$ cat src/rtl/alu_share_ctrl.sv
// Round-robin arbiter that time-shares one external ALU between NUM_REQ requesters.
// Latency: request accepted in cycle t, response valid from cycle t+2; one transaction in flight.
// Backpressure: no grant while busy; response held stable until the owner's i_rsp_ready.

package alu_share_pkg;
    typedef enum logic [3:0] {
        OP_ALU_ADD  = 4'd0,
        OP_ALU_SUB  = 4'd1,
        OP_ALU_AND  = 4'd2,
        OP_ALU_OR   = 4'd3,
        OP_ALU_XOR  = 4'd4,
        OP_ALU_SLL  = 4'd5,
        OP_ALU_SRL  = 4'd6,
        OP_ALU_SRA  = 4'd7,
        OP_ALU_SLT  = 4'd8,
        OP_ALU_SLTU = 4'd9,
        OP_ALU_PC   = 4'd10
    } alu_op_t;
endpackage

module alu_share_ctrl
    import alu_share_pkg::*;
#(
    parameter int WIDTH   = 32,
    parameter int NUM_REQ = 2,
    parameter int IDW     = $clog2(NUM_REQ)
) (
    input  logic                     i_clk,
    input  logic                     i_rst,
    input  logic [NUM_REQ-1:0]       i_req_valid,
    output logic [NUM_REQ-1:0]       o_req_ready,
    input  alu_op_t [NUM_REQ-1:0]    i_req_op,
    input  logic [NUM_REQ*WIDTH-1:0] i_req_a,
    input  logic [NUM_REQ*WIDTH-1:0] i_req_b,
    output logic [NUM_REQ-1:0]       o_rsp_valid,
    input  logic [NUM_REQ-1:0]       i_rsp_ready,
    output logic [WIDTH-1:0]         o_rsp_result,
    output logic [IDW-1:0]           o_rsp_id,
    output alu_op_t                  o_alu_op,
    output logic [WIDTH-1:0]         o_alu_a,
    output logic [WIDTH-1:0]         o_alu_b,
    input  logic [WIDTH-1:0]         i_alu_result,
    output logic                     o_busy
);

    typedef enum logic [1:0] {
        ST_IDLE = 2'd0,
        ST_EXEC = 2'd1,
        ST_RESP = 2'd2
    } state_t;

    state_t           state_q, state_d;
    logic [IDW-1:0]   rr_ptr_q, rr_ptr_d;
    logic [IDW-1:0]   owner_q, owner_d;
    alu_op_t          op_q, op_d;
    logic [WIDTH-1:0] a_q, a_d;
    logic [WIDTH-1:0] b_q, b_d;
    logic [WIDTH-1:0] result_q, result_d;

    logic             gnt_vld;
    logic [IDW-1:0]   gnt_idx;
    logic [IDW-1:0]   cand;

    // Round-robin search from rr_ptr; scanning offsets high to low lets the nearest valid win.
    always_comb begin
        gnt_vld = 1'b0;
        gnt_idx = '0;
        cand    = '0;
        for (int i = NUM_REQ - 1; i >= 0; i--) begin
            // (rr_ptr + i) mod NUM_REQ without needing a carry bit
            if (32'(rr_ptr_q) >= 32'(NUM_REQ - i)) begin
                cand = rr_ptr_q - IDW'(NUM_REQ - i);
            end else begin
                cand = rr_ptr_q + IDW'(i);
            end
            if (i_req_valid[cand]) begin
                gnt_vld = 1'b1;
                gnt_idx = cand;
            end
        end
    end

    // Next-state logic, operand capture and handshake outputs.
    always_comb begin
        state_d     = state_q;
        rr_ptr_d    = rr_ptr_q;
        owner_d     = owner_q;
        op_d        = op_q;
        a_d         = a_q;
        b_d         = b_q;
        result_d    = result_q;
        o_req_ready = '0;
        o_rsp_valid = '0;
        case (state_q)
            ST_IDLE: begin
                if (gnt_vld) begin
                    o_req_ready[gnt_idx] = 1'b1;
                    owner_d              = gnt_idx;
                    op_d                 = i_req_op[gnt_idx];
                    a_d                  = i_req_a[gnt_idx*WIDTH +: WIDTH];
                    b_d                  = i_req_b[gnt_idx*WIDTH +: WIDTH];
                    state_d              = ST_EXEC;
                end
            end
            ST_EXEC: begin
                result_d = i_alu_result;
                state_d  = ST_RESP;
            end
            ST_RESP: begin
                o_rsp_valid[owner_q] = 1'b1;
                if (i_rsp_ready[owner_q]) begin
                    // pointer moves past the requester just served
                    rr_ptr_d = (owner_q == IDW'(NUM_REQ - 1)) ? '0 : owner_q + IDW'(1);
                    state_d  = ST_IDLE;
                end
            end
            default: begin
                state_d = ST_IDLE;
            end
        endcase
    end

    // State and datapath registers; reset drops any in-flight transaction.
    always_ff @(posedge i_clk) begin
        if (i_rst) begin
            state_q  <= ST_IDLE;
            rr_ptr_q <= '0;
            owner_q  <= '0;
            op_q     <= OP_ALU_ADD;
            a_q      <= '0;
            b_q      <= '0;
            result_q <= '0;
        end else begin
            state_q  <= state_d;
            rr_ptr_q <= rr_ptr_d;
            owner_q  <= owner_d;
            op_q     <= op_d;
            a_q      <= a_d;
            b_q      <= b_d;
            result_q <= result_d;
        end
    end

    assign o_alu_op     = op_q;
    assign o_alu_a      = a_q;
    assign o_alu_b      = b_q;
    assign o_rsp_result = result_q;
    assign o_rsp_id     = owner_q;
    assign o_busy       = (state_q != ST_IDLE);

endmodule

$ cat config.mk
export PLATFORM = sky130hd
export DESIGN_NAME = alu_share_ctrl
export DESIGN_NICKNAME = d
export VERILOG_FILES = /design/src/rtl/alu_share_ctrl.sv
export SDC_FILE = /design/constraint.sdc
export NUM_CORES = 1
export LEC_CHECK = 0
export ABC_AREA = 1
export CAP_MARGIN = 20
export CORE_UTILIZATION = 35
export CTS_BUF_LIST = sky130_fd_sc_hd__clkbuf_16
export CTS_CLUSTER_DIAMETER = 50
export CTS_CLUSTER_SIZE = 12
export DETAILED_ROUTE_END_ITERATION = 10
export GPL_ROUTABILITY_DRIVEN = 0
export MAX_ROUTING_LAYER = met4
export PLACE_DENSITY_LB_ADDON = 0.12
export SYNTH_ARGS = -nofsm -noshare
export SYNTH_HDL_FRONTEND = slang
export SYNTH_SLANG_ARGS = --single-unit
$ cat constraint.sdc
create_clock -name i_clk -period 1.4 [get_ports i_clk]
set_clock_uncertainty 0.2 [all_clocks]
set_input_delay 0.28 -clock i_clk [delete_from_list [all_inputs] [get_ports i_clk]]
set_output_delay 0.28 -clock i_clk [all_outputs]
set_load 0.01 [all_outputs]
-- After elaboration in Yosys (flattened, before gate mapping)
Cells that the tools add are included.
- register bits: 104
- input bits: 174
- output and inout port bits: 106
- word-level logic and storage cells: 54
- add/sub/neg operators: 3
- order comparisons: 7
- equal/unequal tests: 4
- shift-type cells: 2
- muxes and demuxes: 24
- reductions and logical operators: 7
- operators by type and width (kind ; number):
    $shiftx A64 B7 Y32 ; 2
    $mux W1 ; 14
    $mux W2 ; 5
    $lt A1 B2 Y1 const B ; 4
    $mux W4 ; 2
    $pmux W2 S3 ; 1
    $reduce_and A2 Y1 ; 3
    $ne A2 B2 Y1 const B ; 2
    $ge A1 B1 Y1 const B ; 3
    $add A1 B1 Y1 const B ; 2
    $demux W1 S1 ; 2
    $eq A2 B1 Y1 const B ; 1
    $eq A2 B2 Y1 const B ; 1
    $logic_and A1 B1 Y1 ; 2
    $logic_not A2 Y1 ; 1
    $reduce_bool A2 Y1 ; 1
    $sub A1 B1 Y1 const B ; 1

-- Logic depth before layout (Yosys ltp)
- depth after elaboration: 12
- depth in mapped cells: 8
- mapped depth without buffers: 6

-- Worst setup path before layout
OpenSTA, ideal clock, no wires.
- path type: reg-to-output
- start point: register state_q[1]
- end point: output o_req_ready[1]
- arrival: 1022 ps
- required time: 920 ps
- slack: -102 ps
- stages on the path, launching flop included: 6
- buffers on the path: 2
- path through: dfxtp_1 > nor2_4 > buf_4 > buf_2 > nand3_1 > inv_1
- cells in the longest elaborated chain, start to end: 2
- ends and longest elaborated chain (what ; RTL line ; RTL):
    start, declared ; 52 ; state_t state_q, state_d;
    start signal, assigned ; 134 ; state_q <= state_d;
    $logic_not A2 Y1 ; 94 ; case (state_q)
    $mux W2 ; 94 ;
    end, declared ; 31 ; output logic [NUM_REQ-1:0] o_req_ready,
No other way between the ends.

-- Worst setup path after layout
- start point: register state_q[1]
- end point: register a_q[26] (netlist: o_alu_a[26])
- cells in the longest elaborated chain, start to end: 2
- ends and longest elaborated chain (what ; RTL line ; RTL):
    $logic_not A2 Y1 ; 94 ;
    $reduce_and A2 Y1 (no line) ; - ;
    end signal, assigned ; 130 ; a_q <= '0;
    end signal, assigned ; 138 ; a_q <= a_d;
    end, declared ; 56 ; logic [WIDTH-1:0] a_q, a_d;
No other way between the ends.
A chain may end at the register's enable or synchronous reset.

==> qor.txt <==
CP required = 1460 ps
count leader, synth = nand2_1
Area contributors post-synth = dfxtp_1 (42%), nand3_1 (12%), nand2_1 (11%), inv_1 (7.3%), nand4_1 (5.8%)
met3 Track Usage GR = 5.45%
ANT cells = 0
Final ANT Viol Nets = 0
vias per cell = 4.82
GRT Resource Usage Total = 25.6%
asr flop ratio synth = 0%
Slew headroom = 71.5%
Critical Path Slowest Stage Cell = dfxtp_2
reg2reg path depth = 11
CTS buffer count = 9
Starting DRT DRC Count = 273
fin nets = 1196
area delta synth->final = 76.4%
grt met1 use = 29.5%
crit end category = register
synthesized area per cell = 6.86 um^2
final hold violation count = 0
vias in the first global route = 5637
top cells by count, synth = nand2_1 (146), nand3_1 (119), dfxtp_1 (104), inv_1 (96), nor2_1 (69)
final core utilization = 63.1%
sequential share of the synthesized area = 42.0%
post-synth top area cell = dfxtp_1
htree depth = 3
Die ar. = 14700 um^2
area share of the largest cell type after synthesis = 42.0%
Max clock buf depth = 2
routed length per instance = 15.3 um
antenna violations before repair = 0
worst-path fanout max = 8
# IOs = 280
Worst-path clk slew = 70 ps
Die Ht = 121 um
Critical Setup Path Class = reg2reg
synth unique cells = 22
Residual DRC = 0
final worst path period share = 122%
Post-synth EDFFs = 0
HPWL after detailed placement = 11600 um
Final min period = 1700 ps
failing checks = negative setup slack
GRT overflow = 0
Critical Path AT = 1760 ps
worst setup margin = -304 ps
largest net degree at the start of global routing = 35
Hold WC Path Type = in2reg
drt total wl = 18500 um
CTS hold repair buffers = 0
Place WS = -752 ps
startpoint class of the critical path = register
max-slew violations = 0
critical path, cell by cell = nor2_4 -> buf_6 -> buf_6 -> buf_6 -> o21ai_4 -> buf_12 -> buf_16 -> nand2_4 -> nand3_2 -> nand2_1 -> inv_1
Max-cap violations = 0
P per Cell Area = 1000 nW/um^2
Layout Cells excl Fill = 1206
CTS tree = done
Starting Density = 35.7%
Hold Path Cell Cnt = 3
Max Fclk = 587 MHz
layout cell share with drive strength beyond 1 = 30.7%
core area = 13900 um^2
Peak VDD IR = 751 uV
Core Rows = 43
Die W = 121 um
CTS sink cnt = 104
Critical Path Most Common Cell = buf_6
# setup viols final = 76
Worst-Margin Slew = 428 ps
I/O Buffers = 279
status = finished with violations
vias = 5813
Mapped Area = 4960 um^2
most used routing layer in global routing = met2
Primary FF master, synth = dfxtp_1
Pre-Repair DR Iteration Count = 4
Slowest Stage Delay on Critical Path = 340 ps
unrepaired setup endpoints after global routing = yes
Mapped Cells = 723
first-pass GRT wire length = 28200 um
leakage = 4.50 nW
Clock Tree Root = clkbuf_16
routing usage on met2 = 43.7%
Synth Register Bits = 104
Placed Instances = 1164
warnings from Yosys = 0
syn nets = 897
Worst-Skew Late Latency = 350 ps
per-layer routing:
metal / up-vias / part of all wire (%) / routed length [um]
li1: 2923 / - / -
met1: 2662 / 42 / 7770
met2: 200 / 50 / 9270
met3: 28 / 5.8 / 1070
met4: 0 / 2.2 / 401
met5: - / 0 / 0
flip-flops by register name, summed over array words and instances, names as in the netlist:
register,count
o_rsp_id,1
o_rsp_result,32
o_alu_a,32
o_alu_op,4
rr_ptr_q,1
state_q,2
o_alu_b,32
report_power, final:
part           internal [W]  switching, W
sequential          0.00327      0.000162
clock               0.00119       0.00117
combinational       0.00155       0.00142
total               0.00601       0.00275
worst paths after layout:
check                                 from                       end  slack, ps
setup reg to reg   state_q[1]$_SDFFE_PP0P_  o_alu_a[26]$_SDFFE_PP0P_       -300
setup / recovery   state_q[1]$_SDFFE_PP0P_  o_alu_a[26]$_SDFFE_PP0P_       -300
hold / removal              i_req_valid[1]     o_rsp_id$_SDFFE_PP0P_         90
hold reg to reg   o_alu_a[31]$_SDFFE_PP0P_  o_alu_a[31]$_SDFFE_PP0P_        260
through the flow:
stage / TNS, ps / hold slack (ps) / area [um^2] / power [W]
after floorplan: 0 / 223 / 4990 / 0.00462
after global placement: -42770 / 252 / 8100 / 0.00606
after detailed placement: -43710 / 257 / 8100 / 0.00607
after CTS: -15920 / 105 / 8590 / 0.00867
after global routing: -25160 / 108 / 8750 / 0.00923
final: -17860 / 93.9 / 8750 / 0.00877
kinds of logic after synthesis:
logic type             share of synthesized area (%)
buffers and inverters                           13.6
flip-flops                                      42.0
AND/OR/NAND/NOR                                 38.4
AO/OA/AOI/OAI                                   6.10
repair_timing:
action                                  in CTS  in global routing
resized for setup                          486                 88
gates cloned                                 9                  3
buffers inserted                            12                  5
pin swaps                                    5                  9
endpoints found under the setup margin     177                121
critical path, delay by kind of cell, from the launching register on:
family	cells	cell delay, ps
AOI/OAI and AO/OA	1	90
buffers and inverters	6	630
DFF	1	340
and+or+nand+nor	4	330
layout by cell type, fill, tap and decap left out, drive strengths merged:
master	instances
a21oi	26
buf	167
bufbuf	2
clkbuf	12
clkdlybuf4s15	2
clkdlybuf4s50	171
clkinv	2
clkinvlp	2
dfxtp	104
dlygate4sd2	1
inv	102
nand2	147
nand3	138
nand4	46
nor2	71
o21ai	33
layout make-up:
cell class	count	area, um^2
Clock inverter	6	37.5
Tap cell	180	225
Timing Repair Buffer	346	3240
Multi-Input combinational cell	461	2520
Inverter	100	375
Sequential cell	104	2130
Clock buffer	9	225
Fill cell	1307	5130
Power figures use the tool's default switching activity.
